<file path="config.mk">
export PLATFORM = sky130hd
export DESIGN_NAME = uart_tx
export DESIGN_NICKNAME = d
export VERILOG_FILES = /design/src/rtl/uart_pkg.sv /design/src/rtl/uart_baud_gen.sv /design/src/rtl/uart_tx.sv
export SDC_FILE = /design/constraint.sdc
export NUM_CORES = 1
export LEC_CHECK = 0
export CORE_ASPECT_RATIO = 1.4
export CORE_MARGIN = 2
export CORE_UTILIZATION = 60
export DETAILED_ROUTE_END_ITERATION = 6
export GPL_ROUTABILITY_DRIVEN = 1
export MAX_ROUTING_LAYER = met4
export PLACE_DENSITY_LB_ADDON = 0.05
export SLEW_MARGIN = 30
export SYNTH_ARGS = -nofsm -noshare
export SYNTH_HDL_FRONTEND = slang
export SYNTH_HIERARCHICAL = 1
export SYNTH_SLANG_ARGS = --single-unit
</file>
<file path="constraint.sdc">
create_clock -name sclk -period 5.95 [get_ports sclk]
set_clock_uncertainty 0.05 [all_clocks]
set_input_delay 1.4875 -clock sclk [delete_from_list [all_inputs] [get_ports sclk]]
set_output_delay 1.4875 -clock sclk [all_outputs]
set_load 0.01 [all_outputs]
</file>
<file path="src/rtl/uart_pkg.sv">
// Shared UART definitions: FSM state encoding, line levels and baud divisor helper.
// Used by both the transmitter and the receiver.
package uart_pkg;

    typedef logic [2:0] uart_state_t;

    localparam logic [2:0] ST_IDLE   = 3'd0;
    localparam logic [2:0] ST_START  = 3'd1;
    localparam logic [2:0] ST_DATA   = 3'd2;
    localparam logic [2:0] ST_PARITY = 3'd3;
    localparam logic [2:0] ST_STOP   = 3'd4;

    localparam logic LINE_IDLE = 1'b1;
    localparam logic START_LVL = 1'b0;

    // Integer-truncated clocks per line bit; callers must keep the result >= 2.
    function automatic int clks_per_bit(input int clk_freq, input int baud);
        return clk_freq / baud;
    endfunction

endpackage

</file>
<file path="src/rtl/uart_baud_gen.sv">
// Per-bit tick generator: counts 0..CLKS_PER_BIT-1 while enabled, restarts on clear.
// o_pre_tick flags the cycle before o_tick so callers can mark the last cycle of a bit.
module uart_baud_gen #(
    parameter int CLKS_PER_BIT = 16
) (
    input  logic i_clk,
    input  logic i_rst_n,
    input  logic i_clear,
    input  logic i_en,
    output logic o_tick,
    output logic o_pre_tick
);

    localparam int CNT_W = (CLKS_PER_BIT > 2) ? $clog2(CLKS_PER_BIT) : 1;
    localparam logic [CNT_W-1:0] CNT_LAST = CNT_W'(CLKS_PER_BIT - 1);
    localparam logic [CNT_W-1:0] CNT_PRE  = CNT_W'(CLKS_PER_BIT - 2);

    logic [CNT_W-1:0] r_cnt;
    logic             w_last;

    assign w_last = (r_cnt == CNT_LAST);

    always_ff @(posedge i_clk or negedge i_rst_n) begin
        if (!i_rst_n) begin
            r_cnt <= '0;
        end else if (i_clear || !i_en || w_last) begin
            r_cnt <= '0;
        end else begin
            r_cnt <= r_cnt + CNT_W'(1);
        end
    end

    assign o_tick     = i_en && w_last;
    assign o_pre_tick = i_en && (r_cnt == CNT_PRE);

endmodule

</file>
<file path="src/rtl/uart_tx.sv">
// UART transmitter: valid/ready byte input, start + LSB-first data + stop bit(s), idle-high line.
// Define UART_TX_PARITY_EN to insert an even-parity bit between the last data bit and the stop bit.
module uart_tx
    import uart_pkg::*;
#(
    parameter int CLK_FREQ  = 50_000_000,
    parameter int BAUD      = 115_200,
    parameter int DATA_BITS = 8,
    parameter int STOP_BITS = 1
) (
    input  logic                 sclk,
    input  logic                 srst_n,
    input  logic [DATA_BITS-1:0] tx_data,
    input  logic                 tx_valid,
    output logic                 tx_ready,
    output logic                 tx,
    output logic                 tx_busy,
    output logic                 tx_done
);

    localparam int CLKS_PER_BIT = clks_per_bit(CLK_FREQ, BAUD);
    localparam int BIT_W        = $clog2(DATA_BITS + 1);
    localparam logic [BIT_W-1:0] LAST_BIT = BIT_W'(DATA_BITS - 1);
    localparam logic LAST_STOP  = (STOP_BITS == 2);

    uart_state_t          r_state;
    logic [DATA_BITS-1:0] r_shift;
    logic [BIT_W-1:0]     r_bit_cnt;
    logic                 r_stop_cnt;
    logic                 r_tx;
    logic                 r_done;
`ifdef UART_TX_PARITY_EN
    logic                 r_parity;
`endif

    logic w_idle;
    logic w_accept;
    logic w_tick;
    logic w_pre_tick;
    logic w_last_stop;

    assign w_idle      = (r_state == ST_IDLE);
    assign w_accept    = tx_valid && w_idle;
    assign w_last_stop = (r_stop_cnt == LAST_STOP);

    uart_baud_gen #(
        .CLKS_PER_BIT(CLKS_PER_BIT)
    ) u_baud (
        .i_clk      (sclk),
        .i_rst_n    (srst_n),
        .i_clear    (w_accept),
        .i_en       (!w_idle),
        .o_tick     (w_tick),
        .o_pre_tick (w_pre_tick)
    );

    // The line level is registered and set one cycle ahead of each bit period.
    always_ff @(posedge sclk or negedge srst_n) begin
        if (!srst_n) begin
            r_state    <= ST_IDLE;
            r_shift    <= '0;
            r_bit_cnt  <= '0;
            r_stop_cnt <= 1'b0;
            r_tx       <= LINE_IDLE;
            r_done     <= 1'b0;
`ifdef UART_TX_PARITY_EN
            r_parity   <= 1'b0;
`endif
        end else begin
            r_done <= 1'b0;
            case (r_state)
                ST_IDLE: begin
                    if (w_accept) begin
                        r_state    <= ST_START;
                        r_shift    <= tx_data;
                        r_bit_cnt  <= '0;
                        r_stop_cnt <= 1'b0;
                        r_tx       <= START_LVL;
`ifdef UART_TX_PARITY_EN
                        r_parity   <= ^tx_data;
`endif
                    end
                end
                ST_START: begin
                    if (w_tick) begin
                        r_state <= ST_DATA;
                        r_tx    <= r_shift[0];
                    end
                end
                ST_DATA: begin
                    if (w_tick) begin
                        if (r_bit_cnt == LAST_BIT) begin
                            r_bit_cnt <= '0;
`ifdef UART_TX_PARITY_EN
                            r_state   <= ST_PARITY;
                            r_tx      <= r_parity;
`else
                            r_state   <= ST_STOP;
                            r_tx      <= LINE_IDLE;
`endif
                        end else begin
                            r_bit_cnt <= r_bit_cnt + BIT_W'(1);
                            r_shift   <= r_shift >> 1;
                            r_tx      <= r_shift[1];
                        end
                    end
                end
`ifdef UART_TX_PARITY_EN
                ST_PARITY: begin
                    if (w_tick) begin
                        r_state <= ST_STOP;
                        r_tx    <= LINE_IDLE;
                    end
                end
`endif
                ST_STOP: begin
                    // Pulse lands in the final cycle of the last stop bit.
                    if (w_pre_tick && w_last_stop) begin
                        r_done <= 1'b1;
                    end
                    if (w_tick) begin
                        if (w_last_stop) begin
                            r_state    <= ST_IDLE;
                            r_stop_cnt <= 1'b0;
                        end else begin
                            r_stop_cnt <= 1'b1;
                        end
                    end
                end
                default: begin
                    r_state <= ST_IDLE;
                    r_tx    <= LINE_IDLE;
                end
            endcase
        end
    end

    assign tx       = r_tx;
    assign tx_ready = w_idle;
    assign tx_busy  = !w_idle;
    assign tx_done  = r_done;

endmodule

</file>
==> results of run 1 <==
## where the power goes
part	internal [mW]	total [mW]	switching [mW]	leakage (nW)
clock	0.0682	0.123	0.0546	0.0279
combinational	0.0587	0.122	0.0632	0.376
sequential	0.213	0.256	0.0436	0.310
## state kept, by name (all words and copies together), names as in the netlist
register      cells
r_bit_cnt         4
r_shift           8
u_baud/r_cnt      9
tx                1
r_state           3
tx_done           1
## final timing paths
check / endpoint
worst min register to register: r_bit_cnt[0]
worst max register to register: r_bit_cnt[2]
worst min-delay path: r_bit_cnt[0]
max in group asynchronous: tx
min in group asynchronous: r_bit_cnt[3]
worst max-delay path: tx_busy
## per-layer routing
layer	vias up	part of all wire	track usage
met3	6	0.022	0.0287
met1	584	0.43	0.295
met5	-	0	-
met2	19	0.54	0.420
met4	0	0.015	0.0679
li1	575	-	-
## cell families after synthesis
logic type / Yosys count
AOI/OAI and AO/OA: 37
xor gates and xnor gates: 5
adders and majority gates: 4
buffers and inverters: 22
DFF: 26
muxes: 3
and+or+nand+nor: 55
## final cells by class
class                   count  area, sq um
multi-input cells         104          763
clock buffers               3         22.5
inverters                  16         60.1
clock inverters             1         30.0
well taps                  34         42.5
repair buffers             15          148
fillers                   193          673
flip-flops and latches     26          652
## cells in the final DEF (no fill, tap or decap), drive strengths merged, types with 2 or more instances in the layout
cell	instances
or3	3
o22ai	8
a21oi	4
and2	8
nor3	2
nand3b	4
xor2	3
clkdlybuf4s50	14
nor2	9
mux2i	3
nand2	7
inv	16
o21ai	6
nand3	6
dfrtp	25
clkbuf	3
o2bb2ai	3
nand2b	5
o32a	2
xnor2	2
a32oi	8
ha	4
## through the flow
step                      instances  hold slack, ps  area, sq um
final                           199             478         1720
after global routing            199             514         1720
after CTS                       199             479         1720
after detailed placement        195             460         1670
after global placement          195             446         1670
after floorplan                 152             416         1520
## critical path, cell delays in order (launching register included)
cell and delay, ps:
dfrtp_1 660, nor3_1 440, inv_1 140, clkdlybuf4s50_1 500
==> metrics.txt, run 1 <==
status completed; syn_area_per_cell 10.0 sq um; XOR/XNOR share of the synthesized area 0.0288; Slew HR 0.548; Final min period 3610 ps; synth warn 6; Vias 1184; CP endpoint kind output port; hold buffers post-CTS 0; first-pass GRT wire length 5.26 mm; Vias/cell 5.95; post-CTS setup buffer count 0; layout net count 181; DIE AREA 2960 sq um; Post-synth ARST share 1.00; Mapped Cells 152; Die W 46.6 microns; hold path depth 1; largest family of logic cells by synthesized area simple AND/OR/NAND/NOR gates; overall power 0.501 mW; gr ovfl total 0; top cells by count, synth dfrtp_1, inv_1, nor2_1; period utilization 0.606; Setup violations, final 0; H-tree depth 1; Clock transition at path regs 140 ps; reg-to-reg slack, setup 3330 ps; CP max FO 20; Area growth syn-to-layout 12.8%; post-synth top area share 0.411; CTS tree done; Slew @ Worst Pin 677 ps; initial antenna violation count 0; post-synth cell types 47; Core Area 2390 sq um; input/output buffers 14; Total Wirelength 3.00 mm; Post-CTS Resized 0; worst skew pair latency 330 ps; sequential fraction of the synthesis area 0.428; Synth area leader dfrtp_1; register bit count reported by yosys 26; Final WS setup 2340 ps; post-route ant nets 0; Final Hold Vio Count 0; Post-Synth Adder-Cell Area 0.0329; number of I/O pins 15; Critical Path AT 2070 ps; GRT Total Usage 0.246; Max IR drop VDD 0.197 mV; Final Wtd Congestion 0.856; net count after synthesis 167; DRC violations left 0; pre-CTS WS 2770 ps; Row Count 21; RSZ-0062 raised after global routing no; initial DRC count 24; PwrDens 292 nW/um^2; WL per Instance 15.1 microns; post-DP HPWL 2.23 mm; complex-gate fraction of the synthesized area 0.196; setup_tns 0 ps; vias in the first global route 1194; Critical Path RT 4410 ps; crit path from r_state[1]; Worst setup SP type flip-flop; Longest Clk Path Bufs 2; max-slew violations 0; ranking of synthesized cells by area dfrtp_1, a32oi_1, inv_1, and2_1, ha_1; Initial Util 0.637; drt pass-1 iters 4; maximum operating frequency 0.277 GHz; mux contribution to synthesized area 0.0279; Max Cap Viol 0; CTS root buf clkbuf_4; ANT cells 0; R2R Path Start r_state[1]; count leader, synth dfrtp_1; top_reg_cell synth dfrtp_1; TritonCTS Buffers 3; post-synthesis simple-gate area fraction 0.216; Min-Delay Path Class flip-flop to flip-flop; clk sinks 26; Post-synth EDFFs 0; largest net degree at the start of global routing 27; R2R depth 7; die height 63.6 microns; Layout Utilization 0.718; crit path kind flip-flop to output port; share of layout cells above drive strength 1 0.103; Post-Synthesis Cell Area 1520 sq um; hold path start r_bit_cnt[0]; LEAKAGE 0.714 nW
Note: power is estimated with default switching activity, not from simulation.
==> inputs of run 2 (changes only) <==
- CORE_UTILIZATION: 60 -> 56
- clock period: 5.95 -> 3.4 ns (I/O delays scaled with it)
==> run 2 against run 1 <==
Against the previous run: sequential share of layout area is 0.14 points higher; non-clock buffer count is 1 higher; register-to-register slack worse by 2200 ps; final cell count is 1.5% higher; critical path depth stayed put; clock power is 26% higher; largest cell class unchanged; wire length is 2.5% higher; power is 63% higher; via count is 0.59% lower; die area is 6.6% higher; global-route usage is 0.37 points lower.
==> metrics.txt, run 2 (synthesis results as in run 1) <==
PwrDens 476 nW/um^2 (+63%); Clock transition at path regs 140 ps (about the same); post-CTS setup buffer count 0 (unchanged); RSZ-0062 raised after global routing no; Final Hold Vio Count 0 (unchanged); DRC violations left 0 (unchanged); worst skew pair latency 320 ps (about the same); sw frac 0.337 (+0.0148); Max Cap Viol 0 (unchanged); Final min period 2740 ps; Setup violations, final 0 (unchanged); maximum operating frequency 0.365 GHz; Die W 48.1 microns (+3.2%); filler cell count 236 (+22%); clock share of power 0.190 (-0.055); share of layout cells above drive strength 1 0.108 (+0.00540); vias in the first global route 1205 (+0.92%); WL per Instance 15.2 microns (+1.0%); setup_tns 0 ps (unchanged); post-DP HPWL 2.29 mm (+2.9%); Row Count 22 (+4.8%); Max IR drop VDD 0.310 mV (+58%); commonest non-fill, non-tap cell in the layout dfrtp_1; largest net degree at the start of global routing 27 (unchanged); TritonCTS Buffers 3 (unchanged); status completed; initial antenna violation count 0 (unchanged); Largest Register u_baud/r_cnt; Worst setup SP type flip-flop; footprint of the multi-input gates 763 sq um (unchanged); Longest Clk Path Bufs 2 (unchanged); Largest regs u_baud/r_cnt: 9 flops, r_shift: 8 flops, r_bit_cnt: 4 flops; worst-path cell chain nor3_1 > inv_1 > clkdlybuf4s50_1; post-route ant nets 0 (unchanged); Vias 1177 (-0.59%); CP peak stage delay 530 ps (-130 ps); max FFs per register 9 (unchanged); most frequent cells in the layout dfrtp_1, inv_1, clkdlybuf4s50_1; switching power 0.275 mW (+70%); CP max FO 11 (-45%); GRT Total Usage 0.243 (-0.00369); Min-Delay Path Class flip-flop to flip-flop; Post-Layout Cell Count 202 (+1.5%); Worst path slowest cell dfrtp_1; Total Wirelength 3.08 mm (+2.5%); WP buf/inv 2 (unchanged); Final Wtd Congestion 0.783 (-8.5%); number of I/O pins 15 (unchanged); DIE AREA 3160 sq um (+6.6%); clk sinks 26 (unchanged); register area 652 sq um (unchanged); CP endpoint kind output port; Initial Util 0.582 (-0.0545); Layout Utilization 0.655 (-0.0639); crit-path leading delay family buffers and inverters; Critical Path RT 2500 ps (-1910 ps); hold buffers post-CTS 0 (unchanged); period utilization 0.806; CTS root buf clkbuf_4; max-slew violations 0 (unchanged); CTS tree done; H-tree depth 1 (unchanged); Slew @ Worst Pin 561 ps (-116 ps); crit path kind flip-flop to output port; Post-CTS Resized 0 (unchanged); Comb power frac 0.258 (+0.015); Critical Path AT 1840 ps (-230 ps); first-pass GRT wire length 5.27 mm (+0.13%); initial DRC count 33 (+38%); Slew HR 0.625 (+0.0762); Core Area 2620 sq um (+9.4%); ANT cells 0 (unchanged); Sequential Power Share 0.552 (+0.040); LEAKAGE 0.713 nW (-0.21%); Area growth syn-to-layout 12.4%; input/output buffers 14 (unchanged); die height 65.7 microns (+3.3%); drt pass-1 iters 4 (unchanged); gr ovfl total 0 (unchanged); internal power 0.540 mW (+59%); dpl cells 198 (+1.5%); Vias/cell 5.83 (-2.1%); layout net count 182 (+0.55%)
==> run 2: worst paths after layout <==
check                                     start            to  slack [ps]  depth (start not counted)
worst min-delay path                 r_shift[7]    r_shift[7]         470                          2
max in group asynchronous                srst_n            tx        2160                          2
worst max-delay path                 r_state[0]       tx_busy         660                          3
min in group asynchronous                srst_n  r_bit_cnt[3]         830                          2
worst max register to register  u_baud/r_cnt[1]  r_bit_cnt[2]        1110                          7
worst min register to register       r_shift[7]    r_shift[7]         470                          2
==> run 2: routing by layer <==
layer,global-route usage,part of all wire
met1,0.278,0.41
met2,0.407,0.54
met3,0.0247,0.020
met4,0.111,0.023
met5,-,0
==> run 2: final cells by class <==
type                            count  share of cell area
Sequential cell                    26               0.381
Multi-Input combinational cell    104               0.446
Inverter                           16              0.0351
Timing Repair Buffer               16              0.0906
Tap cell                           36              0.0263
Clock buffer                        4              0.0212
==> run 2: tightest hold or removal path, stage by stage (launching register included) <==
cell       delay, ps
dfrtp_1          400
inv_1             50
o2bb2ai_1         50
==> run 2: power by group through the flow <==
stage	sequential [mW]	combinational, mW	clock (mW)
floorplan	0.433	0.160	0
global placement	0.449	0.202	0
detailed placement	0.452	0.214	0
CTS	0.448	0.213	0.161
global route	0.458	0.246	0.173
finish	0.449	0.210	0.155
==> run 2: stage by stage <==
step | instance area (sq um) | total power, mW | setup slack [ps] | hold WS [ps]
after floorplan | 1520 | 0.593 | 1330 | 416
after global placement | 1680 | 0.652 | 1080 | 446
after detailed placement | 1680 | 0.666 | 1040 | 458
after CTS | 1710 | 0.822 | 660 | 477
after global routing | 1710 | 0.877 | 543 | 503
final | 1710 | 0.815 | 660 | 470
==> inputs of run 3 (changes only) <==
- CORE_UTILIZATION: 56 -> 50
- clock period: 3.4 -> 2.5 ns (I/O delays scaled with it)
==> run 3 against run 2 <==
Against the previous run: global-route usage down 3.9 points; worst hold slack worse by 12 ps; register-to-register slack worse by 830 ps; sequential power increased by 35%; combinational power grew 36%; critical path depth did not move; wire length up 1.6%; utilization is 4.8 points lower; worst setup slack worse by 550 ps; largest power group unchanged; highest routed layer unchanged.
==> metrics.txt, run 3 (synthesis results as in run 1) <==
Min-Delay Path Class flip-flop to flip-flop; LEAKAGE 0.730 nW (+2.4%); clk sinks 26 (unchanged); number of I/O pins 15 (unchanged); RSZ-0062 raised after global routing no; CTS tree done; WHS Endpoint r_shift[7]; dpl cell area 1700 sq um (+1.4%); Area growth syn-to-layout 14.5%; filler cell count 250 (+5.9%); worst-path cell chain nor3_1 > inv_1 > clkdlybuf4s50_1; Setup violations, final 0 (unchanged); met1 Use GR 0.248 (-0.0305); WL per Instance 15.2 microns (-0.41%); Clock transition at path regs 90 ps (-50 ps); Largest regs u_baud/r_cnt: 9 flops, r_shift: 8 flops, r_bit_cnt: 4 flops; first-pass GRT wire length 5.46 mm (+3.5%); Die W 50.6 microns (+5.3%); hold path start r_shift[7]; setup_tns 0 ps (unchanged); share of layout cells above drive strength 1 0.118 (+0.00991); GRT Total Usage 0.203 (-0.0393); Post-CTS Resized 0 (unchanged); Vias 1165 (-1.0%); max FFs per register 9 (unchanged); H-tree depth 1 (unchanged); post-route ant nets 0 (unchanged); status completed; layout net count 185 (+1.6%); R2R depth 8 (+1); reg-to-reg slack, setup 280 ps (-830 ps); period utilization 0.957; vias in the first global route 1169 (-3.0%); DRC violations left 0 (unchanged); largest net degree at the start of global routing 27 (unchanged); R2R Path Start r_state[0]; Final Wtd Congestion 0.774 (-1.1%); Critical Path AT 1720 ps (-120 ps); CP max FO 4 (-7); die height 69.3 microns (+5.5%); hold path depth 2 (unchanged); Max Cap Viol 0 (unchanged); overall power 1.14 mW (+40%); DIE AREA 3510 sq um (+11%); crit path kind flip-flop to output port; Slew HR 0.621 (-0.00345); CP peak stage delay 510 ps (-20 ps); pre-CTS WS 285 ps (-756 ps); Final Hold Vio Count 0 (unchanged); Total Wirelength 3.13 mm (+1.6%); post-CTS setup buffer count 0 (unchanged); input/output buffers 14 (unchanged); M2 GR Usage 0.339 (-0.0675); Worst setup SP type flip-flop; commonest non-fill, non-tap cell in the layout dfrtp_1; Core Area 2880 sq um (+10%); Largest Register u_baud/r_cnt; Slew @ Worst Pin 566 ps (+5.16 ps); grt met3 use 0.0280 (+0.00329); drt pass-1 iters 5 (+1); Final min period 2390 ps; Vias/cell 5.66 (-2.9%); max-slew violations 0 (unchanged); ANT cells 0 (unchanged); TritonCTS Buffers 3 (unchanged); post-DP HPWL 2.27 mm (-0.97%); Final WS setup 107 ps (-553 ps); CTS root buf clkbuf_8; CP endpoint kind output port; Row Count 23 (+4.5%); maximum operating frequency 0.418 GHz; Longest Clk Path Bufs 2 (unchanged); gr ovfl total 0 (unchanged); PwrDens 652 nW/um^2 (+37%); Worst path slowest cell clkdlybuf4s50_1; initial DRC count 25 (-24%); initial antenna violation count 0 (unchanged); Max IR drop VDD 0.618 mV (+99%); gr busiest metal met2; Critical Path RT 1820 ps (-680 ps); worst skew pair latency 270 ps (-50 ps); FF-to-FF End r_bit_cnt[2]; post-route design area 1740 sq um (+1.9%); hold buffers post-CTS 0 (unchanged); most frequent cells in the layout dfrtp_1, inv_1, clkdlybuf4s50_1; Initial Util 0.529 (-0.0532)
run 3: through the flow:
| step | utilization | hold WS, ps | std cells |
|---|---|---|---|
| after floorplan | - | 279 | 152 |
| after global placement | 0.590 | 444 | 202 |
| after detailed placement | 0.590 | 448 | 202 |
| after CTS | 0.606 | 461 | 206 |
| after global routing | 0.606 | 499 | 206 |
| final | 0.606 | 458 | 206 |
run 3: how the worst max path moves through the flow:
stage / start / to / slack (ps) / depth (start not counted)
after global placement: r_state[0] / r_bit_cnt[2] / 300 / 8
final: r_state[0] / tx_busy / 110 / 3
after detailed placement: r_state[0] / r_bit_cnt[2] / 280 / 8
after floorplan: r_state[0] / r_bit_cnt[2] / 430 / 9
after global routing: r_state[0] / tx_busy / 40 / 3
after CTS: r_state[0] / tx_busy / 100 / 3
run 3: critical path: cells and delay by family (launching register included):
kind	cells	cell delay [ps]
buffers and inverters	2	670
flip-flops	1	390
AND/OR/NAND/NOR	1	390
run 3: area by class of cell:
class / instances / area [sq um] / share of cell area
multi-input cells: 104 / 763 / 0.438
repair buffers: 19 / 178 / 0.102
well taps: 37 / 46.3 / 0.0265
inverters: 16 / 60.1 / 0.0344
flip-flops and latches: 26 / 652 / 0.374
clock buffers: 4 / 45.0 / 0.0258
run 3: metal layers:
layer,up-vias,part of all wire
met5,-,0
met4,0,0.019
met3,6,0.015
met2,13,0.53
met1,563,0.44
li1,583,-
run 3: power breakdown:
part	total, mW	internal, mW	switching, mW
logic	0.286	0.139	0.147
registers	0.606	0.507	0.0993
clock network	0.245	0.114	0.131
